--- config.mk ---
export PLATFORM = sky130hd
export DESIGN_NAME = key_event_decoder_flat
export DESIGN_NICKNAME = d
export VERILOG_FILES = /design/src/rtl/key_event_decoder_if.sv /design/src/rtl/key_event_decoder.sv /design/src/flat_wrapper.sv
export SDC_FILE = /design/constraint.sdc
export NUM_CORES = 1
export LEC_CHECK = 0
export BUFFER_PORTS_ARGS = -buffer_cell sky130_fd_sc_hd__buf_2
export CAP_MARGIN = 20
export CORE_UTILIZATION = 55
export DETAILED_ROUTE_END_ITERATION = 8
export PLACE_DENSITY_LB_ADDON = 0.1
export SETUP_SLACK_MARGIN = 0.05
export SYNTH_ARGS = -nofsm -noshare
export SYNTH_HDL_FRONTEND = slang
export SYNTH_SLANG_ARGS = --single-unit
--- constraint.sdc ---
create_clock -name sys_clk -period 2.92 [get_ports sys_clk]
set_input_delay 0.584 -clock sys_clk [delete_from_list [all_inputs] [get_ports sys_clk]]
set_output_delay 0.584 -clock sys_clk [all_outputs]
set_load 0.02 [all_outputs]
--- src/rtl/key_event_decoder_if.sv ---
// key_event_decoder_if: press/release flags in, gesture event pulses and status levels out.
interface key_event_decoder_if;
  logic press_flag;
  logic release_flag;
  logic short_pulse;
  logic long_pulse;
  logic double_pulse;
  logic hold;
  logic busy;
  modport master (
    output press_flag, release_flag,
    input  short_pulse, long_pulse, double_pulse, hold, busy
  );
  modport slave (
    input  press_flag, release_flag,
    output short_pulse, long_pulse, double_pulse, hold, busy
  );
endinterface

--- src/rtl/key_event_decoder.sv ---
// key_event_decoder: classifies debounced key gestures into short, long and double-click pulses.
module key_event_decoder #(
  parameter int LONG_CYC    = 50_000_000,
  parameter int DBL_GAP_CYC = 15_000_000,
  parameter int CNT_W       = 26
) (
  input logic               sys_clk,
  input logic               sys_rst_n,
  key_event_decoder_if.slave kif
);
  typedef enum logic [2:0] {IDLE, PRESS1, WAIT2, PRESS2, LONG} state_t;
  localparam logic [CNT_W-1:0] LONG_LAST = CNT_W'(LONG_CYC - 1);
  localparam logic [CNT_W-1:0] GAP_LAST  = CNT_W'(DBL_GAP_CYC - 1);
  state_t           state_q, state_d;
  logic [CNT_W-1:0] cnt_q, cnt_d;
  logic             short_q, short_d;
  logic             long_q, long_d;
  logic             double_q, double_d;
  logic             hold_q, hold_d;
  logic             busy_q, busy_d;
  always_comb begin
    state_d  = state_q;
    short_d  = 1'b0;
    long_d   = 1'b0;
    double_d = 1'b0;
    case (state_q)
      IDLE:    state_d = (kif.press_flag && !kif.release_flag) ? PRESS1 : IDLE;
      PRESS1: begin
        // release takes priority over reaching the long threshold
        if (kif.release_flag) state_d = WAIT2;
        else if (cnt_q == LONG_LAST) begin
          state_d = LONG;
          long_d  = 1'b1;
        end
      end
      WAIT2: begin
        if (kif.press_flag) state_d = PRESS2;
        else if (cnt_q == GAP_LAST) begin
          state_d = IDLE;
          short_d = 1'b1;
        end
      end
      PRESS2: begin
        if (kif.release_flag) begin
          state_d  = IDLE;
          double_d = 1'b1;
        end
      end
      LONG:    state_d = kif.release_flag ? IDLE : LONG;
      default: state_d = IDLE;
    endcase
    cnt_d  = (state_d != state_q) ? '0 :
             (state_q == PRESS1 || state_q == WAIT2) ? cnt_q + 1'b1 : cnt_q;
    hold_d = (state_d == LONG);
    busy_d = (state_d != IDLE);
  end
  always_ff @(posedge sys_clk or negedge sys_rst_n) begin
    if (!sys_rst_n) begin
      state_q  <= IDLE;
      cnt_q    <= '0;
      short_q  <= 1'b0;
      long_q   <= 1'b0;
      double_q <= 1'b0;
      hold_q   <= 1'b0;
      busy_q   <= 1'b0;
    end else begin
      state_q  <= state_d;
      cnt_q    <= cnt_d;
      short_q  <= short_d;
      long_q   <= long_d;
      double_q <= double_d;
      hold_q   <= hold_d;
      busy_q   <= busy_d;
    end
  end
  assign kif.short_pulse  = short_q;
  assign kif.long_pulse   = long_q;
  assign kif.double_pulse = double_q;
  assign kif.hold         = hold_q;
  assign kif.busy         = busy_q;
endmodule

--- src/flat_wrapper.sv ---
// flat-port wrapper written by rule: the top's interface ports become plain ports
module key_event_decoder_flat 
#(
  parameter int LONG_CYC    = 50_000_000,
  parameter int DBL_GAP_CYC = 15_000_000,
  parameter int CNT_W       = 26
)
  (sys_clk, sys_rst_n, kif_press_flag, kif_release_flag, kif_short_pulse, kif_long_pulse, kif_double_pulse, kif_hold, kif_busy);
  key_event_decoder_if kif_i ();
  input logic sys_clk;
  input logic sys_rst_n;
  input wire logic [$bits(kif_i.press_flag)-1:0] kif_press_flag;
  input wire logic [$bits(kif_i.release_flag)-1:0] kif_release_flag;
  output wire logic [$bits(kif_i.short_pulse)-1:0] kif_short_pulse;
  output wire logic [$bits(kif_i.long_pulse)-1:0] kif_long_pulse;
  output wire logic [$bits(kif_i.double_pulse)-1:0] kif_double_pulse;
  output wire logic [$bits(kif_i.hold)-1:0] kif_hold;
  output wire logic [$bits(kif_i.busy)-1:0] kif_busy;
  assign kif_i.press_flag = kif_press_flag;
  assign kif_i.release_flag = kif_release_flag;
  assign kif_short_pulse = kif_i.short_pulse;
  assign kif_long_pulse = kif_i.long_pulse;
  assign kif_double_pulse = kif_i.double_pulse;
  assign kif_hold = kif_i.hold;
  assign kif_busy = kif_i.busy;
  key_event_decoder #(.LONG_CYC(LONG_CYC), .DBL_GAP_CYC(DBL_GAP_CYC), .CNT_W(CNT_W)) u_core (.sys_clk(sys_clk), .sys_rst_n(sys_rst_n), .kif(kif_i));
endmodule
; After elaboration in Yosys (flattened, before gate mapping)
; Cells that the tools add are included.
[word_totals]
ff_bits = 34
latchBits = 0
mem_bits_rw = 0
romBits = 0
inputBits = 4
output_inout_bits = 5
wordCells = 40
mem_count = 0
[classes]
add_sub_neg = 1
mul = 0
n_div = 0
magnitude_cmp = 0
eq_ne = 8
shifts = 0
muxes = 18
bitwise_logic = 0
n_reduce_logical = 6
[ops]
columns = operator, count
row1 = $mux 26, 2
row2 = $add 26x1->26 const B, 1
row3 = $eq 26x24->1 const B, 1
row4 = $eq 26x26->1 const B, 1
row5 = $mux 3, 6
row6 = $pmux 3 s5, 1
row7 = $mux 1, 9
row8 = $eq 3x2->1 const B, 2
row9 = $eq 3x3->1 const B, 2
row10 = $eq 3x1->1 const B, 1
row11 = $logic_not 3->1, 1
row12 = $ne 3x3->1, 1
row13 = $reduce_bool 3->1, 1
row14 = $reduce_bool 2->1, 1
row15 = $logic_and 1x1->1, 1
row16 = $logic_not 1->1, 1
row17 = $logic_or 1x1->1, 1

; Logic depth before layout (Yosys ltp)
[depth]
ltp_word = 6
mapped_depth = 7
depth_no_buf = 6

; Least setup slack after synthesis
; No wires, ideal clock.
[synth_path]
path_kind = input -> register
startpoint = input kif_press_flag
endpoint = register u_core.cnt_q[12]
arrival_time_ns = 1.857
required_time_ns = 2.801
slack_ns = 0.944
path_stages = 6
path_cell_list = or4_1 -> nor4b_2 -> nand4_1 -> o311ai_4 -> buf_8 -> nor2_1
[synth_between]
elab_chain_len = 5
[synth_rtl]
columns = item, line_no
row1 = from (decl), flat_wrapper.sv:12  ; input wire logic [$bits(kif_i.press_flag)-1:0] kif_press_flag;
row2 = $logic_and 1x1->1, key_event_decoder.sv:27  ; IDLE: state_d = (kif.press_flag && !kif.release_flag) ? PRESS1 : IDLE;
row3 = $mux 1, key_event_decoder.sv:27
row4 = $pmux 3 s5 (*), key_event_decoder.sv:26  ; case (state_q)
row5 = $ne 3x3->1 (*), key_event_decoder.sv:52  ; cnt_d = (state_d != state_q) ? '0 :
row6 = $mux 26 / $reduce_bool 2->1 (equally long branches), -
row7 = to (signal assigned), key_event_decoder.sv:68  ; cnt_q <= cnt_d;
row8 = to (decl), key_event_decoder.sv:15  ; logic [CNT_W-1:0] cnt_q, cnt_d;
; Mark *: on every way between the ends. The rest lies on a longest branch, timed or not.
; A chain may end at the register's enable or synchronous reset.

; Final worst setup path
[layout_path]
startpoint = register u_core.cnt_q[3]
endpoint = register u_core.cnt_q[22]
[layout_between]
elab_chain_len = 6
[layout_rtl]
columns = item, line_no
row1 = $eq 26x24->1 / $eq 26x26->1 (equally long branches), "key_event_decoder.sv:38, key_event_decoder.sv:31"
row2 = "$mux 3, on equally long branches", "key_event_decoder.sv:38, key_event_decoder.sv:31"
row3 = "$mux 3, on equally long branches", "key_event_decoder.sv:37, key_event_decoder.sv:30"
row4 = $pmux 3 s5, key_event_decoder.sv:26
row5 = $ne 3x3->1, key_event_decoder.sv:52
row6 = $mux 26 / $reduce_bool 2->1 (equally long branches), -
; Several ways; a longest one is shown, not always the timed one. The select of a mux whose other input is x is not followed.

==> key figures <==
GRT
  – Vias in the first global route: between 1000 and 1500
  – Wire length of the first global-routing pass: 6.58 mm
  – Total GRT Usage: 0.242
  – Initial antenna violation count: 0
  – Largest net degree at the start of global routing: 35
  – GRT Residual Overflow: 0

Setup path
  – Crit path capture type: register
  – CP delay by family, top: compound AO/OA/AOI/OAI gates
  – Crit path DAT: 2.37 ns
  – Worst stage delay on the critical path: 0.80 ns
  – Flop-to-flop setup slack: roughly 0.74 ns
  – Startpoint Class: register
  – Crit-path max FO: 19
  – Required time of the critical path: roughly 3.1 ns
  – Crit Path Category: register to register
  – Worst path slowest cell: o311ai_4
  – Buf+Inv Stages, Crit Path: 0
  – Worst path cell trace: nand4_1, nor4_1, nand4_1, o311ai_4, nor2_1
  – Cell repeated most along the worst path: nand4_1

Timing
  – Crit path time final: 2.18 ns
  – Final setup fails: 0
  – Max-slew violation count: 0
  – Hold Violations, Final: 0
  – Final worst setup slack: approximately 0.74 ns
  – Slew @ Worst Pin: 0.875 ns
  – Final Skew: 0.00939 ns
  – Slew margin rel.: 0.416
  – RSZ-0062 raised after global routing: no
  – Max Clk Rate: about 460 MHz
  – Hold Slack: between 0.2 and 0.3 ns
  – Final cycle utilization of the critical path: 0.747
  – Setup_tns: 0 ns

Synthesis
  – Synth unique cells: a little over 40
  – Mapped Nets: around 220
  – Synth Instances: 210
  – Post-synth EDFFs: 0
  – Post-synth top area cell: dfrtp_1
  – Synth Cell Area: slightly below 0.002 mm2
  – Async S/R FF share, synth: 1.00
  – Top cell type's share of synthesized area: 0.441
  – Top post-synthesis cells by area: dfrtp_1, xnor2_1, nor2_1, nor3_1, nand4_1
  – Synth Flop Type: dfrtp_1
  – Sequential-to-total area share from yosys stat: 0.441
  – Yosys warns: 0
  – Mean cell area of the mapped netlist: 9.18 um2
  – Top cells by count, synth: dfrtp_1, nor2_1, xnor2_1
  – Synthesized flop and latch total: 34

Clock tree
  – Clock-pin slew of the registers on the worst-case setup and hold paths: ~0.090 ns
  – CTS Hold Bufs: 0
  – H-Tree Level Count: 2
  – # clock sinks: 34
  – CTS Buffer Depth: 2
  – CTS tree: yes
  – Clk_lat worst skew: about 0.34 ns
  – Root Buffer: clkbuf_4
  – Cts repair resizes: 0
  – Setup Fix Bufs, Post-CTS: 0
  – Cts bufs inserted: 5

Placement
  – GPL Wtd Cong: roughly 0.87
  – DP Cell Count: ~260
  – Placed inst area: approximately 0.0020 mm2
  – Post-DP HPWL: between 2 and 3 mm
  – IO Port Bufs: 8
  – Setup slack at placement: 0.612 ns

Pwr
  – Overall power: 1.12 mW
  – Pwr Density: about 540 mW/mm2
  – Peak supply drop: between 300 and 400 uV
  – Lkg Pwr: roughly 0.78 nW

Route
  – DR DRC count: 0
  – Initial DRC Count: ~150
  – Antenna Violating Nets Remaining: 0
  – DR WL/cell: 14.7 um
  – DRT Pass-1 Iters: 4
  – Routed wire length: 3.87 mm
  – Via count: around 1600
  – Vias per Instance: ~5.9

Final layout
  – Syn-to-layout area delta: 6.75%
  – Final Core Density: 0.617
  – Share of layout cells above drive strength 1: 0.115
  – # diodes: 0
  – Fin cells: between 200 and 300
  – Cell area after layout: between 0.002 and 0.0025 mm2
  – Layout Nets: ~220

Die
  – Row cnt: 21
  – Core ar.: around 0.0033 mm2
  – Effective utilization at floorplan: 0.578
  – Die height: 61.2 um
  – Die Footprint: between 0.003 and 0.004 mm2
  – Die width: a little over 60 um
  – Ports: 9

Job
  – Max Cap Violations: 0

Hold path
  – Worst Hold Class: input port to async pin

Status
  – Outcome: finished, final reports clean
-- flip-flops by register name, summed over array words and instances, names as in the netlist --
signal	flops
u_core.cnt_q	26
u_core.state_q	3
u_core.kif.busy	1
u_core.kif.double_pulse	1
u_core.kif.hold	1
u_core.kif.long_pulse	1
u_core.kif.short_pulse	1
-- metal layers --
layer	wire length, um	vias to the layer above	global-route usage
met4	99	0	0.140
met5	0	-	0
met2	1850	23	0.384
met1	1810	775	0.301
li1	-	753	-
met3	117	13	0.0588
-- cells by family (layout without fill, tap and decap cells) --
family / Yosys count / count (layout) / synth area share
AOI/OAI and AO/OA: 16 / 16 / 0.0630
xor gates and xnor gates: 24 / 24 / 0.109
adders and majority gates: 1 / 1 / 0.00649
buffers and inverters: 14 / 21 / 0.0357
DFF: 34 / 34 / 0.441
muxes: 1 / 1 / 0.00519
and+or+nand+nor: 120 / 120 / 0.339
-- cell usage in the layout (no fill, tap or decap), types with 5 or more instances in the layout --
cell and count:
nor2_1 34, dfrtp_1 34, xnor2_1 20, nor3_1 14
nand2_1 13, nand3_1 9, nand4_1 8, buf_2 8
nor4_1 6, nand2b_1 5, clkbuf_4 5
-- cell type report --
type / instances / area [um2]
fill: 299 / 1280
multi-input combinational: 162 / 1010
sequential: 34 / 851
clock buffer: 8 / 78.8
tap: 46 / 57.6
timing repair buffer: 9 / 47.5
inverter: 4 / 15.0
-- where the power goes --
group	switching, mW	internal, mW
Sequential	0.0601	0.500
Clock	0.149	0.164
Combinational	0.154	0.0916
-- path summary, 6_finish.rpt --
path | start | endpoint | cells after the start
setup / recovery | u_core.cnt_q[3]$_DFFE_PN0P_ | u_core.cnt_q[22]$_DFFE_PN0P_ | 5
hold / removal | sys_rst_n | u_core.cnt_q[13]$_DFFE_PN0P_ | 1
setup reg to reg | u_core.cnt_q[3]$_DFFE_PN0P_ | u_core.cnt_q[22]$_DFFE_PN0P_ | 5
hold reg to reg | u_core.cnt_q[1]$_DFFE_PN0P_ | u_core.cnt_q[1]$_DFFE_PN0P_ | 2
max in group asynchronous | sys_rst_n | u_core.cnt_q[24]$_DFFE_PN0P_ | 1
min in group sys_clk | kif_release_flag | u_core.state_q[2]$_DFF_PN0_ | 2
Power figures use the tool's default switching activity.
